File: config.mk
export PLATFORM = sky130hd
export DESIGN_NAME = msp_inst_trace
export DESIGN_NICKNAME = d
export VERILOG_FILES = /design/src/rtl/msp_trace_pkg.sv /design/src/rtl/msp_trace_fifo.sv /design/src/rtl/msp_inst_trace.sv
export SDC_FILE = /design/constraint.sdc
export NUM_CORES = 1
export LEC_CHECK = 0
export CAP_MARGIN = 20
export CELL_PAD_IN_SITES_DETAIL_PLACEMENT = 0
export CELL_PAD_IN_SITES_GLOBAL_PLACEMENT = 1
export CORE_ASPECT_RATIO = 1.4
export CORE_MARGIN = 4
export CORE_UTILIZATION = 59
export DETAILED_ROUTE_END_ITERATION = 12
export GPL_ROUTABILITY_DRIVEN = 0
export PLACE_DENSITY = 0.91
export SETUP_SLACK_MARGIN = 0.05
export SLEW_MARGIN = 20
export SYNTH_ARGS = -nofsm -noshare
export SYNTH_HDL_FRONTEND = slang
export SYNTH_SLANG_ARGS = --single-unit
export TNS_END_PERCENT = 30
File: constraint.sdc
create_clock -name mclk -period 10.2 [get_ports mclk]
set_clock_uncertainty 0.1 [all_clocks]
set_input_delay 1.02 -clock mclk [delete_from_list [all_inputs] [get_ports mclk]]
set_output_delay 1.02 -clock mclk [all_outputs]
set_load 0.005 [all_outputs]
File: src/rtl/msp_trace_pkg.sv
`timescale 1ns/1ps
`default_nettype none
// ============================================================================
// Module      : msp_trace_pkg
// Description : Shared record layout and widths for the instruction tracer.
// Revision    : 1.0 - initial release
// ============================================================================
package msp_trace_pkg;

    localparam int unsigned c_PC_W     = 16;
    localparam int unsigned c_OP_W     = 16;
    localparam int unsigned c_IRQN_W   = 4;
    localparam int unsigned c_SEQ_W    = 32;
    localparam int unsigned c_DROP_W   = 16;
    localparam int unsigned c_CYC_W    = 16;

    // The cycle field sits on top so a non-default CYC_W leaves every other offset fixed.
    localparam int unsigned c_PC_LSB   = 0;
    localparam int unsigned c_OP_LSB   = c_PC_LSB   + c_PC_W;
    localparam int unsigned c_IRQ_LSB  = c_OP_LSB   + c_OP_W;
    localparam int unsigned c_IRQN_LSB = c_IRQ_LSB  + 1;
    localparam int unsigned c_SEQ_LSB  = c_IRQN_LSB + c_IRQN_W;
    localparam int unsigned c_CYC_LSB  = c_SEQ_LSB  + c_SEQ_W;
    localparam int unsigned c_REC_W    = c_CYC_LSB  + c_CYC_W;

    function automatic int unsigned rec_width(input int unsigned cyc_w);
        return c_CYC_LSB + cyc_w;
    endfunction

endpackage
`default_nettype wire

File: src/rtl/msp_trace_fifo.sv
`timescale 1ns/1ps
`default_nettype none
// ============================================================================
// Module      : msp_trace_fifo
// Description : Synchronous show-ahead record FIFO with occupancy level.
// Revision    : 1.0 - initial release
// ============================================================================
module msp_trace_fifo #(
    parameter int unsigned DEPTH = 16,
    parameter int unsigned WIDTH = 85
) (
    input  logic                     mclk,
    input  logic                     puc_rst,
    input  logic                     push,
    input  logic                     pop,
    input  logic [WIDTH-1:0]         wdata,
    output logic [WIDTH-1:0]         rdata,
    output logic                     empty,
    output logic [$clog2(DEPTH):0]   level,
    output logic                     push_acc
);

    localparam int unsigned c_AW = $clog2(DEPTH);

    logic [WIDTH-1:0] r_mem [DEPTH];
    logic [c_AW-1:0]  r_wr_ptr;
    logic [c_AW-1:0]  r_rd_ptr;
    logic [c_AW:0]    r_level;
    logic             w_full;
    logic             w_pop_acc;

    // Level tops out at exactly DEPTH, which is the only value with the MSB set.
    assign w_full    = r_level[c_AW];
    assign empty     = (r_level == '0);
    assign w_pop_acc = pop & ~empty;
    assign push_acc  = push & (~w_full | w_pop_acc);
    assign rdata     = r_mem[r_rd_ptr];
    assign level     = r_level;

    always_ff @(posedge mclk) begin
        if (push_acc) begin
            r_mem[r_wr_ptr] <= wdata;
        end
    end

    always_ff @(posedge mclk or posedge puc_rst) begin
        if (puc_rst) begin
            r_wr_ptr <= '0;
            r_rd_ptr <= '0;
            r_level  <= '0;
        end else begin
            if (push_acc) begin
                r_wr_ptr <= r_wr_ptr + 1'b1;
            end
            if (w_pop_acc) begin
                r_rd_ptr <= r_rd_ptr + 1'b1;
            end
            case ({push_acc, w_pop_acc})
                2'b10:   r_level <= r_level + 1'b1;
                2'b01:   r_level <= r_level - 1'b1;
                default: r_level <= r_level;
            endcase
        end
    end

endmodule
`default_nettype wire

File: src/rtl/msp_inst_trace.sv
`timescale 1ns/1ps
`default_nettype none
// ============================================================================
// Module      : msp_inst_trace
// Description : Captures one record per executed instruction / IRQ entry.
// Revision    : 1.0 - initial release
// ============================================================================
module msp_inst_trace
    import msp_trace_pkg::*;
#(
    parameter int unsigned DEPTH = 16,
    parameter int unsigned CYC_W = 16
) (
    input  logic                    mclk,
    input  logic                    puc_rst,
    input  logic                    decode,
    input  logic [15:0]             ir,
    input  logic [15:0]             pc,
    input  logic                    irq_detect,
    input  logic [3:0]              irq_num,
    input  logic                    trace_en,
    input  logic                    trc_ready,
    input  logic                    clr_ovf,
    output logic                    trc_valid,
    output logic [15:0]             trc_pc,
    output logic [15:0]             trc_opcode,
    output logic                    trc_irq,
    output logic [3:0]              trc_irq_num,
    output logic [CYC_W-1:0]        trc_cycles,
    output logic [31:0]             trc_seq,
    output logic [$clog2(DEPTH):0]  trc_level,
    output logic                    trc_overflow,
    output logic [15:0]             trc_drops
);

    localparam int unsigned c_REC_W = rec_width(CYC_W);

    logic [c_PC_W-1:0]   r_cur_pc;
    logic [c_OP_W-1:0]   r_cur_ir;
    logic                r_cur_irq;
    logic [c_IRQN_W-1:0] r_cur_irqn;
    logic                r_cur_valid;
    logic [CYC_W-1:0]    r_cyc_cnt;
    logic [c_SEQ_W-1:0]  r_seq;
    logic                r_overflow;
    logic [c_DROP_W-1:0] r_drops;

    logic                w_attempt;
    logic                w_push;
    logic                w_push_acc;
    logic                w_drop;
    logic                w_empty;
    logic [c_REC_W-1:0]  w_rec;
    logic [c_REC_W-1:0]  w_head;

    // A decode closes the instruction latched by the previous decode.
    assign w_attempt = decode & r_cur_valid;
    assign w_push    = w_attempt & trace_en;
    assign w_drop    = w_push & ~w_push_acc;
    assign w_rec     = {r_cyc_cnt, r_seq, r_cur_irqn, r_cur_irq, r_cur_ir, r_cur_pc};

    always_ff @(posedge mclk or posedge puc_rst) begin
        if (puc_rst) begin
            r_cur_pc    <= '0;
            r_cur_ir    <= '0;
            r_cur_irq   <= 1'b0;
            r_cur_irqn  <= '0;
            r_cur_valid <= 1'b0;
            r_cyc_cnt   <= '0;
            r_seq       <= '0;
        end else begin
            if (decode) begin
                r_cur_pc    <= pc;
                r_cur_ir    <= ir;
                r_cur_irq   <= irq_detect;
                r_cur_irqn  <= irq_num;
                r_cur_valid <= 1'b1;
                r_cyc_cnt   <= CYC_W'(1);
            end else if (r_cyc_cnt != '1) begin
                r_cyc_cnt   <= r_cyc_cnt + 1'b1;
            end
            if (w_attempt) begin
                r_seq <= r_seq + 1'b1;
            end
        end
    end

    // A drop in the same cycle as clr_ovf restarts the count at one.
    always_ff @(posedge mclk or posedge puc_rst) begin
        if (puc_rst) begin
            r_overflow <= 1'b0;
            r_drops    <= '0;
        end else if (w_drop) begin
            r_overflow <= 1'b1;
            if (clr_ovf) begin
                r_drops <= c_DROP_W'(1);
            end else if (r_drops != '1) begin
                r_drops <= r_drops + 1'b1;
            end
        end else if (clr_ovf) begin
            r_overflow <= 1'b0;
            r_drops    <= '0;
        end
    end

    msp_trace_fifo #(
        .DEPTH (DEPTH),
        .WIDTH (c_REC_W)
    ) u_fifo (
        .mclk     (mclk),
        .puc_rst  (puc_rst),
        .push     (w_push),
        .pop      (trc_ready),
        .wdata    (w_rec),
        .rdata    (w_head),
        .empty    (w_empty),
        .level    (trc_level),
        .push_acc (w_push_acc)
    );

    // Storage is never cleared, so head fields are forced to zero while empty.
    assign trc_valid    = ~w_empty;
    assign trc_pc       = trc_valid ? w_head[c_PC_LSB   +: c_PC_W]   : '0;
    assign trc_opcode   = trc_valid ? w_head[c_OP_LSB   +: c_OP_W]   : '0;
    assign trc_irq      = trc_valid ? w_head[c_IRQ_LSB]              : 1'b0;
    assign trc_irq_num  = trc_valid ? w_head[c_IRQN_LSB +: c_IRQN_W] : '0;
    assign trc_seq      = trc_valid ? w_head[c_SEQ_LSB  +: c_SEQ_W]  : '0;
    assign trc_cycles   = trc_valid ? w_head[c_CYC_LSB  +: CYC_W]    : '0;
    assign trc_overflow = r_overflow;
    assign trc_drops    = r_drops;

endmodule
`default_nettype wire

==> flow_metrics.tcl, run 1 <==
set metrics [dict create \
    max_freq_mhz 163 \
    cts_made_buffers 134 \
    rows 136 \
    sw_frac_of_total_pct 29.1 \
    path_cells "buf_4 -> buf_4 -> mux4_2 -> mux2i_1 -> o22ai_1 -> clkdlybuf4s50_1" \
    route.detailed.drc 0 \
    p_int_mw 12.1 \
    cp.arrival_ns 5.00 \
    cp_slowest_cell "buf_4" \
    critPathKind "register to output pin" \
    grt_use_total_pct 26.1 \
    ant_nets 0 \
    hold_path_class "register to register" \
    holdBufCountCts 0 \
    synth_edf_count 1360 \
    synth_area_per_cell_um2 20.6 \
    initial_utilization_pct 59.4 \
    die-width_um 273 \
    grt_pass1_vias 31046 \
    mappedNetlistArea_um2 58200 \
    num_io_pins 151 \
    grt_pass1_wl_um 200000 \
    synth_cells 2818 \
    layout.nets 3040 \
    tightest_slew_ns 1.15 \
    syn_nets 2873 \
    ys_warn_count 0 \
    dp_hpwl_um 63600 \
    post_cts_buffers 0 \
    io_buffers 150 \
    required_ns 9.08 \
    cts_tree "yes" \
    cts_root_buf "clkbuf_16" \
    cp_common_cell "buf_4" \
    startpoint_type "register" \
    drtIter0Drc 4107 \
    drt-total-wl_um 135000 \
    synth-seq-cells 1476 \
    clkPwrFrac_pct 29.1 \
    drt_pass1_iterations 5 \
    clk_pin_slew_ns 0.06 \
    die_area_um2 104000 \
    rrSetupSlack_ns 6.32 \
    async_flop_share_pct 7.86 \
    p_per_area_nw_per_um2 262 \
    synthToLayoutAreaGrowth_pct 12.4 \
    pwr-share-comb_pct 28.1 \
    ys_types 62 \
    vdd_drop_max_v 0.000233 \
    finalMaxSlewViolations 0 \
    fp.dieH_um 380 \
    slew_headroom_pct 23.4 \
    pwr-share-seq_pct 42.9 \
    fin_tns_setup_ns 0 \
    overflow 0 \
    cts_resized 0 \
    antenna_found_initial 1 \
    yosysSeqAreaShare_pct 75.2 \
    fin_crit_ns 6.12 \
    p_leak_nw 21.7 \
    clock_latency_ns 0.75 \
    cts.sinks 1476 \
    whs_ns 0.390 \
    cts_max_level 4 \
    viasPerCell 6.76 \
    clk_path_buf_depth 3 \
    grt_max_degree 153 \
    rsz0062_at_grt "false" \
    drive_above_1_share_pct 22.5 \
    hold_viol 0 \
    status "complete, no violations" \
    maxCapViolations 0 \
    netSwitchingPower_mw 4.99 \
    synth_ff_type "edfxtp_1" \
    core_area_um2 98000 \
    wl_per_cell_um 30.7 \
    setup_viol 0 \
    critPathMaxFanout 75 \
    slowest_delay_ns 0.90 \
    dr_total_vias 29780 \
    path_delay_family "buffers and inverters" \
    cp-end-kind "output pin" \
    critPathBufInv 3 \
    final.period_utilization_pct 60.0 \
]
-- worst paths after layout --
path | startpoint | end | depth (start not counted)
setup / recovery | u_fifo.r_rd_ptr[1]$_DFFE_PP0P_ | trc_seq[30] | 6
min in group asynchronous | puc_rst | u_fifo.level[2]$_DFFE_PP0P_ | 2
max in group asynchronous | puc_rst | r_cyc_cnt[0]$_DFFE_PP0P_ | 3
setup reg to reg | r_cur_valid$_DFFE_PP0P_ | u_fifo.r_mem[8][23]$_DFFE_PP_ | 6
hold / removal | trc_overflow$_DFFE_PP0P_ | trc_overflow$_DFFE_PP0P_ | 1
hold reg to reg | trc_overflow$_DFFE_PP0P_ | trc_overflow$_DFFE_PP0P_ | 1
-- metal layers --
| metal | vias to the layer above | global-route usage [%] | part of all wire (%) |
|---|---|---|---|
| met5 | - | 0 | 0 |
| met4 | 0 | 10.4 | 3.7 |
| met3 | 340 | 5.00 | 9.1 |
| met2 | 1894 | 43.6 | 52 |
| met1 | 15526 | 34.4 | 36 |
| li1 | 12020 | - | - |
-- cells by family (layout without fill, tap and decap cells) --
| logic type | Yosys count | in the layout | synth area share [%] |
|---|---|---|---|
| compound gates | 247 | 247 | 3.16 |
| simple gates | 206 | 206 | 2.02 |
| buf+inv | 218 | 494 | 1.63 |
| other cells | 0 | 2 | 0 |
| flops | 1476 | 1476 | 75.2 |
| xor+xnor | 43 | 43 | 0.647 |
| fa+ha+maj | 12 | 12 | 0.258 |
| mux | 616 | 616 | 17.1 |
-- cell usage in the layout, fill, tap and decap left out, types with 6 or more instances in the layout --
master and n:
bufinv_16 8, clkdlybuf4s50_1 149, xor2_1 8, o21ai_0 6
nand3_1 23, clkbuf_16 139, inv_6 11, clkinv_1 14
mux2i_1 174, o22ai_1 84, clkbuf_8 11, edfxtp_1 1360
nand2_1 32, and4_1 6, a221o_1 52, xnor2_1 35
mux2_1 11, inv_1 59, nor2b_1 12, dfrtp_1 113
nor2_1 25, nand4_1 26, and2_4 16, a211oi_1 62
mux4_2 287, ha_1 12, clkbuf_1 37, mux2_2 144
and3_1 16, a21oi_1 15, buf_4 33, o31ai_1 6
clkinv_2 17, nor3_1 8
-- cells in the mapped netlist, types with 7 or more instances --
cell type,count,area (um2)
xnor2_1,35,307
nand3_1,23,115
clkbuf_1,70,263
mux2i_1,174,1740
a221o_1,52,521
mux2_1,11,124
xor2_1,8,70.1
nor3_1,9,45.0
buf_4,7,52.6
a21oi_1,15,75.1
o22ai_1,84,526
mux2_2,144,1620
edfxtp_1,1360,40800
inv_1,60,225
mux4_2,287,6460
a211oi_1,62,465
nor2b_1,13,81.3
dfrtp_1,116,2900
buf_2,75,375
ha_1,12,150
nand2_1,33,124
nand4_1,26,163
and3_1,16,100
nor2_1,25,93.8
and2_1,21,131
-- final cells by class --
class                   count  area [um2]
repair buffers            188        1870
clock inverters            58         557
well taps                1311        1640
clock buffers             187        3770
diodes                      2        5.00
fillers                  5953       32600
multi-input cells        1124       13600
flip-flops and latches   1476       43800
inverters                  61         234
-- flip-flops by register name, summed over array words and instances, names as in the netlist --
signal	cells
u_fifo.level	5
trc_overflow	1
r_cur_valid	1
u_fifo.r_rd_ptr	4
u_fifo.r_mem	1360
r_cur_irqn	4
r_cyc_cnt	16
r_cur_ir	16
u_fifo.r_wr_ptr	4
r_cur_irq	1
trc_drops	16
r_cur_pc	16
r_seq	32
-- per-stage QoR --
step | instances | util [%] | setup WS [ns] | instance area (um2) | power, mW
2_1_floorplan | 2818 | - | 5.45 | 58200 | 10.4
3_3_place_gp | 4156 | 62.2 | 4.94 | 61000 | 12.0
3_5_place_dp | 4156 | 62.2 | 4.85 | 61000 | 12.2
4_1_cts | 4401 | 66.6 | 3.98 | 65300 | 17.2
5_1_grt | 4405 | 66.7 | 3.92 | 65400 | 17.7
6_report | 4407 | 66.7 | 4.08 | 65400 | 17.1
-- power groups by stage --
stage	sequential, mW	clock (mW)	combinational [mW]
6_report	7.33	4.98	4.80
5_1_grt	7.37	5.29	5.08
4_1_cts	7.33	5.02	4.80
2_1_floorplan	7.24	0	3.17
3_3_place_gp	7.40	0	4.63
3_5_place_dp	7.44	0	4.71
Note: power is estimated with default switching activity, not from simulation.
==> run 2: changes to the inputs <==
- CORE_UTILIZATION: 59 -> 49
- PLACE_DENSITY: 0.91 -> 0.81
- clock period: 10.2 -> 5.2 ns (I/O delays scaled with it)
==> run 2 against run 1 <==
Compared with the run above: sequential share of layout area down 1.0 points; via count down 3.3%; worst setup slack worse by 3.4 ns; largest power group unchanged; count of clock-buffer cells in the layout down 7; critical path type unchanged; critical path depth unchanged; core utilization down 10 points; largest cell class unchanged; flip-flop and latch count unchanged; final area up 1.5%; final cell count up 7.0%; die area up 20%; register-to-register slack worse by 4.6 ns; first-iteration DRC count down 26%.
==> flow_metrics.tcl, run 2 (synthesis gave the netlist of run 1 again) <==
set metrics [dict create \
    layout.nets 3074 \
    cp-end-kind "output pin" \
    ant_nets 0 \
    top_regs "u_fifo.r_mem: 1360 flops, r_seq: 32 flops" \
    dr_total_vias 28790 \
    overflow 0 \
    cts_root_buf "clkbuf_16" \
    tightest_slew_ns 1.03 \
    sw_frac_of_total_pct 28.8 \
    clkPwrFrac_pct 29.4 \
    route.detailed.drc 0 \
    synthToLayoutAreaGrowth_pct 14.1 \
    clk_path_buf_depth 3 \
    largest_register "u_fifo.r_mem" \
    hold_viol 0 \
    viasPerCell 6.10 \
    initial_utilization_pct 49.4 \
    cp.arrival_ns 3.86 \
    cts_tree "yes" \
    finish.utilization_pct 56.4 \
    slew_headroom_pct 31.4 \
    vdd_drop_max_v 0.000412 \
    largest_reg_flops 1360 \
    drt-total-wl_um 133000 \
    final.period_utilization_pct 86.2 \
    cts_resized 0 \
    reg2reg_depth 6 \
    fin_cells 4717 \
    hold_path_class "input port to asynchronous set/reset pin" \
    fillers 8569 \
    rsz0062_at_grt "false" \
    pwr-share-seq_pct 42.2 \
    cp_slowest_cell "dfrtp_4" \
    core_area_um2 118000 \
    n_antenna_cell 0 \
    finalMaxSlewViolations 0 \
    grt_max_degree 93 \
    rows 149 \
    fin_crit_ns 4.48 \
    fin_tns_setup_ns 0 \
    num_io_pins 151 \
    clock_latency_ns 0.75 \
    fin_ws_ns 0.716 \
    p_per_area_nw_per_um2 510 \
    required_ns 4.58 \
    p_leak_nw 22.0 \
    drtIter0Drc 3023 \
    grt_pass1_vias 30116 \
    pwr-share-comb_pct 28.4 \
    mostFrequentLayoutCell "edfxtp_1" \
    p_int_mw 24.1 \
    io_buffers 150 \
    setup_viol 0 \
    cts_made_buffers 137 \
    grt_pass1_wl_um 198000 \
    clk_pin_slew_ns 0.06 \
    startpoint_type "register" \
    die-width_um 299 \
    path_cells "buf_12 -> mux4_2 -> mux2i_1 -> nor2_1 -> o21a_1 -> clkdlybuf4s50_1" \
    whs_ns 0.177 \
    cts.sinks 1476 \
    holdBufCountCts 1 \
    critPathMaxFanout 87 \
    grt_use_total_pct 21.5 \
    status "complete, no violations" \
    drt_pass1_iterations 6 \
    wl_per_cell_um 28.2 \
    drive_above_1_share_pct 23.5 \
    dpl_worst_slack_ns 1.44 \
    place_inst 4464 \
    max_freq_mhz 223 \
    maxCapViolations 0 \
    fp.dieH_um 416 \
    die_area_um2 124000 \
    netSwitchingPower_mw 9.76 \
    dp_hpwl_um 75200 \
    final_cell_mix "edfxtp_1 (1,360), mux4_2 (287), mux2i_1 (174)" \
    critPathKind "register to output pin" \
    antenna_found_initial 2 \
    post_cts_buffers 0 \
    slowest_delay_ns 0.75 \
    cts_max_level 4 \
]
[run 2: layout make-up]
cell class / instances / area, um2 / share of cell area (%)
Sequential cell: 1476 / 43800 / 65.9
Timing Repair Buffer: 219 / 2370 / 3.57
Tap cell: 1585 / 1980 / 2.99
Multi-Input combinational cell: 1124 / 13600 / 20.4
Clock buffer: 180 / 3780 / 5.70
Inverter: 61 / 234 / 0.352
Clock inverter: 72 / 711 / 1.07
[run 2: per-stage QoR]
step | area [um2] | power [mW]
after global placement | 61900 | 24.1
after detailed placement | 61900 | 24.3
after CTS | 66400 | 34.2
after global routing | 66400 | 35.2
final | 66400 | 33.9
after floorplan | 58200 | 20.4
[run 2: critical path, delay by kind of cell, from the launching register on]
kind / cells / cell delay [ns]
buf+inv: 2 / 1.11
mux: 2 / 0.76
flops: 1 / 0.75
compound gates: 1 / 0.25
simple gates: 1 / 0.19
[run 2: final timing paths]
check                                               start                       endpoint  slack, ns
hold reg to reg                  trc_overflow$_DFFE_PP0P_       trc_overflow$_DFFE_PP0P_       0.39
max in group asynchronous                         puc_rst        r_cur_ir[4]$_DFFE_PP0P_       3.81
hold / removal                                    puc_rst       trc_drops[4]$_DFFE_PP0P_       0.18
min in group mclk                                  pc[14]       r_cur_pc[14]$_DFFE_PP0P_       0.28
setup / recovery           u_fifo.r_rd_ptr[1]$_DFFE_PP0P_                    trc_seq[14]       0.72
setup reg to reg                  r_cur_valid$_DFFE_PP0P_  u_fifo.r_mem[6][83]$_DFFE_PP_       1.71
[run 2: routing by layer]
metal	global-route usage, %	wire length [um]	up-vias
li1	-	-	12121
met3	3.93	8730	212
met4	6.30	3540	0
met1	28.9	53000	15257
met5	0	0	-
met2	36.1	67700	1200
[run 2: power by group through the flow]
stage	Combinational [mW]	Sequential, mW	Clock [mW]
final	9.62	14.3	9.97
after global routing	10.2	14.3	10.7
after CTS	9.80	14.3	10.1
after detailed placement	9.75	14.5	0
after global placement	9.62	14.4	0
after floorplan	6.23	14.2	0
